===== src/rtl/pc_stack.sv =====
// pc_stack -- program counter with a bounded hardware return stack.
//
// Purpose:
//   Holds the current PC and a LIFO of return addresses. Commands are
//   resolved by fixed priority each cycle:
//   clear > ret > call > load > branch > inc.
//   All results show up on the registered outputs one cycle after the
//   capturing edge.
//
// Ports:
//   CLK          in   1          rising-edge clock
//   RST          in   1          asynchronous active-high reset
//   clear        in   1          synchronous clear of PC, stack depth and flags
//   inc          in   1          PC <= PC + 1
//   load         in   1          PC <= target
//   branch       in   1          PC <= PC + sign-extended offset
//   call         in   1          push PC+1, PC <= target
//   ret          in   1          PC <= popped return address
//   target       in   AW         absolute destination for load/call
//   offset       in   AW         two's-complement branch displacement
//   address_out  out  AW         current PC (registered)
//   flag         out  3          {underflow (sticky), overflow (sticky), wrap pulse}
//   depth        out  IW+1       number of valid stacked entries (registered)
module pc_stack #(
  parameter int AW         = 8,
  parameter int DEPTH      = 4,
  parameter int RESET_ADDR = 0
) (
  input  logic                     CLK,
  input  logic                     RST,
  input  logic                     clear,
  input  logic                     inc,
  input  logic                     load,
  input  logic                     branch,
  input  logic                     call,
  input  logic                     ret,
  input  logic [AW-1:0]            target,
  input  logic [AW-1:0]            offset,
  output logic [AW-1:0]            address_out,
  output logic [2:0]               flag,
  output logic [$clog2(DEPTH):0]   depth
);

  localparam int IW = $clog2(DEPTH);
  localparam int DW = IW + 1;
  localparam logic [AW-1:0] RST_PC   = AW'(RESET_ADDR);
  localparam logic [DW-1:0] FULL_CNT = DW'(DEPTH);

  // Command bundle, ordered so the priority chain reads top-down.
  typedef struct packed {
    logic clr;
    logic rt;
    logic cl;
    logic ld;
    logic br;
    logic in;
  } cmd_t;

  cmd_t cmd;
  assign cmd = '{clr: clear, rt: ret, cl: call, ld: load, br: branch, in: inc};

  logic [AW-1:0] pc_q, pc_d;
  logic [DW-1:0] dep_q, dep_d;
  logic          wrap_q, wrap_d;
  logic          ovf_q, ovf_d;
  logic          unf_q, unf_d;

  logic [AW-1:0] stk_q [DEPTH];

  logic          full, empty;
  logic [AW-1:0] pc_inc;
  logic [AW:0]   br_sum;
  logic          br_wrap;
  logic [DW-1:0] dep_m1;
  logic [IW-1:0] top_idx, push_idx;
  logic          push;

  assign full     = (dep_q == FULL_CNT);
  assign empty    = (dep_q == '0);
  assign pc_inc   = pc_q + AW'(1);
  assign dep_m1   = dep_q - DW'(1);
  assign top_idx  = dep_m1[IW-1:0];
  assign push_idx = dep_q[IW-1:0];

  // Unsigned add with carry out. A non-negative offset wraps when it
  // carries; a negative one (stored as offset+2^AW) wraps below zero
  // exactly when it does not carry, hence the xor with the sign bit.
  assign br_sum  = {1'b0, pc_q} + {1'b0, offset};
  assign br_wrap = br_sum[AW] ^ offset[AW-1];

  always_comb begin
    pc_d   = pc_q;
    dep_d  = dep_q;
    wrap_d = 1'b0;
    ovf_d  = ovf_q;
    unf_d  = unf_q;
    push   = 1'b0;
    if (cmd.clr) begin
      pc_d  = RST_PC;
      dep_d = '0;
      ovf_d = 1'b0;
      unf_d = 1'b0;
    end else if (cmd.rt) begin
      if (empty) begin
        unf_d = 1'b1;
      end else begin
        pc_d  = stk_q[top_idx];
        dep_d = dep_m1;
      end
    end else if (cmd.cl) begin
      if (full) begin
        ovf_d = 1'b1;
      end else begin
        push  = 1'b1;
        pc_d  = target;
        dep_d = dep_q + DW'(1);
      end
    end else if (cmd.ld) begin
      pc_d = target;
    end else if (cmd.br) begin
      pc_d   = br_sum[AW-1:0];
      wrap_d = br_wrap;
    end else if (cmd.in) begin
      pc_d   = pc_inc;
      wrap_d = &pc_q;
    end
  end

  always_ff @(posedge CLK or posedge RST) begin
    if (RST) begin
      pc_q   <= RST_PC;
      dep_q  <= '0;
      wrap_q <= 1'b0;
      ovf_q  <= 1'b0;
      unf_q  <= 1'b0;
    end else begin
      pc_q   <= pc_d;
      dep_q  <= dep_d;
      wrap_q <= wrap_d;
      ovf_q  <= ovf_d;
      unf_q  <= unf_d;
    end
  end

  // Stack storage is never cleared; entries at or above dep_q are simply
  // unreachable. RST gates the write so a held reset cannot push.
  always_ff @(posedge CLK) begin
    if (push && !RST) stk_q[push_idx] <= pc_inc;
  end

  assign address_out = pc_q;
  assign depth       = dep_q;
  assign flag        = {unf_q, ovf_q, wrap_q};

endmodule


===== config.mk =====
export PLATFORM = sky130hd
export DESIGN_NAME = pc_stack
export DESIGN_NICKNAME = d
export VERILOG_FILES = /design/src/rtl/pc_stack.sv
export SDC_FILE = /design/constraint.sdc
export NUM_CORES = 1
export LEC_CHECK = 0
export BUFFER_PORTS_ARGS = -buffer_cell sky130_fd_sc_hd__clkbuf_2
export CORE_MARGIN = 5
export CORE_UTILIZATION = 40
export DETAILED_ROUTE_END_ITERATION = 12
export HOLD_SLACK_MARGIN = 0.12
export SLEW_MARGIN = 40
export SYNTH_ARGS = -nofsm -noshare
export SYNTH_HDL_FRONTEND = slang
export SYNTH_SLANG_ARGS = --single-unit

===== constraint.sdc =====
create_clock -name CLK -period 2.2 [get_ports CLK]
set_input_delay 0.22 -clock CLK [delete_from_list [all_inputs] [get_ports CLK]]
set_output_delay 0.22 -clock CLK [all_outputs]
set_load 0.005 [all_outputs]

# Word-level counts from Yosys, hierarchy flattened

Memory sizes are Yosys's and may differ from the RTL's.
Index checks and enable logic that the tools add are counted.
Widths: inputs -> output; s select.

Add/subtract/negate cells: 4
Equality and inequality tests: 5
Muxes and demuxes: 32
Bitwise gates (word level): 1
Reduce and logical (&&, ||, !) cells: 14

Operators by type and width:

| operator            | number |
|---|---|
| $mux 8              | 8 |
| $mux 1              | 19 |
| $mux 3              | 5 |
| $add 8x8->9         | 1 |
| $reduce_and 3->1    | 3 |
| $add 8x1->8 const B | 1 |
| $reduce_and 8->1    | 1 |
| $reduce_bool 2->1   | 4 |
| $ne 3x3->1 const B  | 2 |
| $reduce_bool 6->1   | 1 |
| $ne 4x4->1 const B  | 1 |
| $add 3x1->3 const B | 1 |
| $eq 3x3->1 const B  | 1 |
| $logic_not 3->1     | 1 |
| $reduce_bool 3->1   | 1 |
| $sub 3x1->3 const B | 1 |
| $ne 2x2->1 const B  | 1 |
| $reduce_and 2->1    | 1 |
| $logic_and 1x1->1   | 1 |
| $logic_not 1->1     | 1 |
| $xor 1x1->1         | 1 |

Register bits after elaboration: 14
Bits in writable memories: 32
Input bits: 24
Output and inout bits: 14
Logic and storage cells: 62
Memories kept: 1

Memory list:

| name  | words | width | read ports | clocked after Yosys merged registers in | wr ports | RTL line | RTL |
|---|---|---|---|---|---|---|---|
| stk_q | 4     | 8     | 1          | 0                                       | 1        | 68       | `logic [AW-1:0] stk_q [DEPTH];` |

# Logic depth before layout (Yosys ltp)

Depth in word-level cells: 8
Depth in mapped cells: 9
Mapped depth without buffers: 8

# Least setup slack after synthesis

No wires, ideal clock.

Kind: register -> register
Start: register pc_q[0] (netlist: address_out[0])
End: register pc_q[6] (netlist: address_out[6])
Library setup time: 0.126 ns
Arrival: 2.007 ns
Slack: 0.067 ns
Stages on the path, launching flop included: 8
Cells stage by stage: dfrtp_1 ha_1 fa_1 a211oi_1 o21bai_1 a21oi_1 mux2i_1 o32a_1

Longest elaborated chain between the ends: 7

RTL lines:

| what                   | RTL line | RTL |
|---|---|---|
| start, declared        | 62       | `logic [AW-1:0] pc_q, pc_d;` |
| start signal, assigned | 137      | `pc_q <= pc_d;` |
| $add 8x1->8            | 80       | `assign pc_inc = pc_q + AW'(1);` |
| $mux 8                 | 123      | `end else if (cmd.in) begin` |
| $mux 8 (*)             | 120      | `end else if (cmd.br) begin` |
| $mux 8 (*)             | 118      | `end else if (cmd.ld) begin` |
| $mux 8 (*)             | 110      | `end else if (cmd.cl) begin` |
| $mux 8 (*)             | 103      | `end else if (cmd.rt) begin` |
| $mux 8 (*)             | 98       | `if (cmd.clr) begin` |

Mark *: on every way between the ends. The rest lies on a longest branch, timed or not. The select of a mux whose other input is x is not followed.
A chain may end at the register's enable or synchronous reset.

# Final worst setup path

Same ends and word-level chain as after synthesis.

==> results_dict.tcl <==
set metrics [dict create \
    cts_root_buf "clkbuf_8" \
    grt_antenna_before_repair 0 \
    gp_congestion 0.820 \
    start_util 0.416 \
    setup_violations 0 \
    endpoint_kind "register" \
    slew_viol_final 0 \
    multi_input_area_sq_um 1290 \
    cts_tree "done" \
    htree_levels 2 \
    maxCapViolations 0 \
    run_status "completed" \
    ys.flop_type "edfxtp_1" \
    clock_path_buffers 2 \
    start_kind "register" \
    yosys.cell_types.count 56 \
    synth_compound_gate_area_share 0.135 \
    p_per_area_nw_per_um2 913 \
    drc 0 \
    track_usage 0.158 \
    synth_edf_count 32 \
    yosysWarnings 0 \
    relSlewSlack 0.686 \
    max_freq_ghz 0.484 \
    critPathMaxFanout 3 \
    clk_latency_ns 0.30 \
    crit_path_cell_trace "ha_1 > fa_2 > a211oi_2 > o21bai_1 > a21oi_1 > mux2i_1 > o32a_1" \
    fin_setup_tns_ns 0 \
    fin_crit_sh 0.939 \
    min_path_cells 3 \
    grt_pass1_vias 1919 \
    clkTransAtPathRegs_ns 0.09 \
    synth_simple_gate_area_frac 0.149 \
    arrival_ns 2.26 \
    critPathMaxStageDelay_ns 0.39 \
    critPathSlowestCell "dfrtp_1" \
    dp_hpwl_um 5000 \
    synthAdderAreaFrac 0.0773 \
    die_w_um 92.0 \
    crit_required_ns 2.40 \
    antenna_cells 0 \
    drive_gt1_frac 0.268 \
    min_period_ns 2.07 \
    critPathKind "reg2reg" \
    grt_pass1_wl_um 10300 \
    die_area_sq_um 8460 \
    r2r_cells 7 \
    gr-total-overflow 0 \
    hold_viol_final 0 \
    hold_class "in2reg" \
    min_to "address_out[7]" \
    worstMarginPinSlew_ns 0.468 \
    reg2reg_from "address_out[0]" \
    intPower_w 0.00186 \
    io_buffers 37 \
    drtIter0Drc 126 \
    synth_area_sq_um 2690 \
    ant_nets 0 \
    switching_share 0.358 \
    vias_per_cell 5.66 \
    p_leak_nw 1.35 \
    synth_nets 269 \
    r2r_slack_ns 0.13 \
    synth_top_family_by_area "simple AND/OR/NAND/NOR gates" \
    synth_xor_area_frac 0.0261 \
    ys_seq_area_frac 0.488 \
    route.final.wire_length_um 6470 \
    async_flop_share 0.304 \
    p_switching_w 0.00103 \
    synth_cells 229 \
    clock-sinks 46 \
    ff_latch_area_sq_um 1310 \
    grt_start_max_net_pins 18 \
    cts_buffers 5 \
    ir_drop_mv 0.391 \
    dr.pass1.iters 4 \
    vias 2042 \
    nNetsFinal 323 \
    synth.area.mux_share 0.0880 \
    clock_power_share 0.186 \
    p_comb_frac 0.423 \
    synth.avg_cell_area_sq_um 11.7 \
    hp-start "target[7]" \
    rsz0062_at_grt "false" \
    io_pins 38 \
    timing.rr.end "address_out[6]" \
    ys_ff_latch 46 \
    syn2layout_area_growth_pct 17.8 \
    fin_worst_skew_ns 0.00707 \
    layout_setup_ws_ns 0.135 \
    wl_per_cell_um 17.9 \
    core_area_sq_um 6460 \
    die_h_um 92.0 \
    rows 29 \
    seq_power_share 0.391 \
    place_ws_ns 0.0248 \
    nFillCells 606 \
]
cell usage after synthesis (6+ instances only):
cell	instances	area [sq um]
edfxtp_1	32	961
nor2_1	19	71.3
nand2_1	17	63.8
ha_1	15	188
dfrtp_1	14	350
a21oi_1	9	45.0
a211oi_1	8	60.1
nor3_1	8	40.0
inv_1	7	26.3
mux4_1	7	184
nand3_1	7	35.0
buf_2	6	30.0
o21ai_0	6	30.0
kinds of logic after synthesis:
group                    Yosys count
flip-flops                        46
multiplexers                      11
XOR/XNOR                           8
AO/OA/AOI/OAI                     52
buffers and inverters             19
AND/OR/NAND/NOR                   77
adder cells (fa/ha/maj)           16
how the worst max path moves through the flow:
stage,start,end,slack [ns],cells past startpoint
floorplan,address_out[0],address_out[6],0.07,7
global placement,address_out[0],address_out[6],0.04,7
detailed placement,address_out[0],address_out[6],0.02,7
CTS,address_out[0],address_out[6],0.0001,7
global route,address_out[0],address_out[6],0.03,7
finish,address_out[0],address_out[6],0.13,7
layout by cell type (no fill, tap or decap), types with 8 or more instances in the layout:
cell type and count:
nor3_1 8, clkbuf_2 37, edfxtp_1 32, nor2_1 19, a21oi_1 9, dfrtp_1 14
buf_4 21, nand2_1 17, ha_1 15
power by group through the flow:
stage / Clock [W] / Sequential [W] / Combinational, W
floorplan: 0 / 0.00117 / 0.000764
global placement: 0 / 0.00115 / 0.00122
detailed placement: 0 / 0.00115 / 0.00122
CTS: 0.000555 / 0.00113 / 0.00123
global route: 0.000594 / 0.00114 / 0.00136
finish: 0.000538 / 0.00113 / 0.00122
registers in the layout, summed over array words and instances (netlist names):
name         count
unf_q            1
stk_q           32
depth            3
address_out      8
wrap_q           1
ovf_q            1
per-layer routing:
| layer | global-route usage | share of wire | vias to the layer above |
|---|---|---|---|
| met5 | 0 | 0 | - |
| met4 | 0.0359 | 0.011 | 0 |
| met3 | 0.0393 | 0.067 | 10 |
| met2 | 0.226 | 0.44 | 67 |
| met1 | 0.240 | 0.48 | 976 |
| li1 | - | - | 989 |
layout make-up:
cell class              count  area share
flip-flops and latches     46       0.414
multi-input cells         164       0.406
repair buffers             59       0.111
well taps                  77      0.0304
clock buffers               5      0.0217
inverters                   7     0.00830
clock inverters             3     0.00790
critical path, delay by kind of cell (launching register included):
kind,cells,cell delay [ns]
AO/OA/AOI/OAI,4,0.88
flip-flops,1,0.39
multiplexers,1,0.09
adder cells (fa/ha/maj),2,0.60
per-stage QoR:
step	area (sq um)	hold slack, ns	util	total power [W]	cells
6_report	3170	0.203	0.490	0.00289	361
5_1_grt	3170	0.226	0.490	0.00309	361
4_1_cts	3160	0.200	0.489	0.00291	361
3_5_place_dp	3060	0.280	0.473	0.00236	352
3_3_place_gp	3060	0.279	0.473	0.00237	352
2_1_floorplan	2690	0.115	-	0.00194	229
repair_timing:
action,in CTS,in global routing
hold buffers,1,0
endpoints found under the hold margin,14,0
setup buffers,0,0
endpoints found under the setup margin,0,2
resized for setup,0,2
Note: power is estimated with default switching activity, not from simulation.
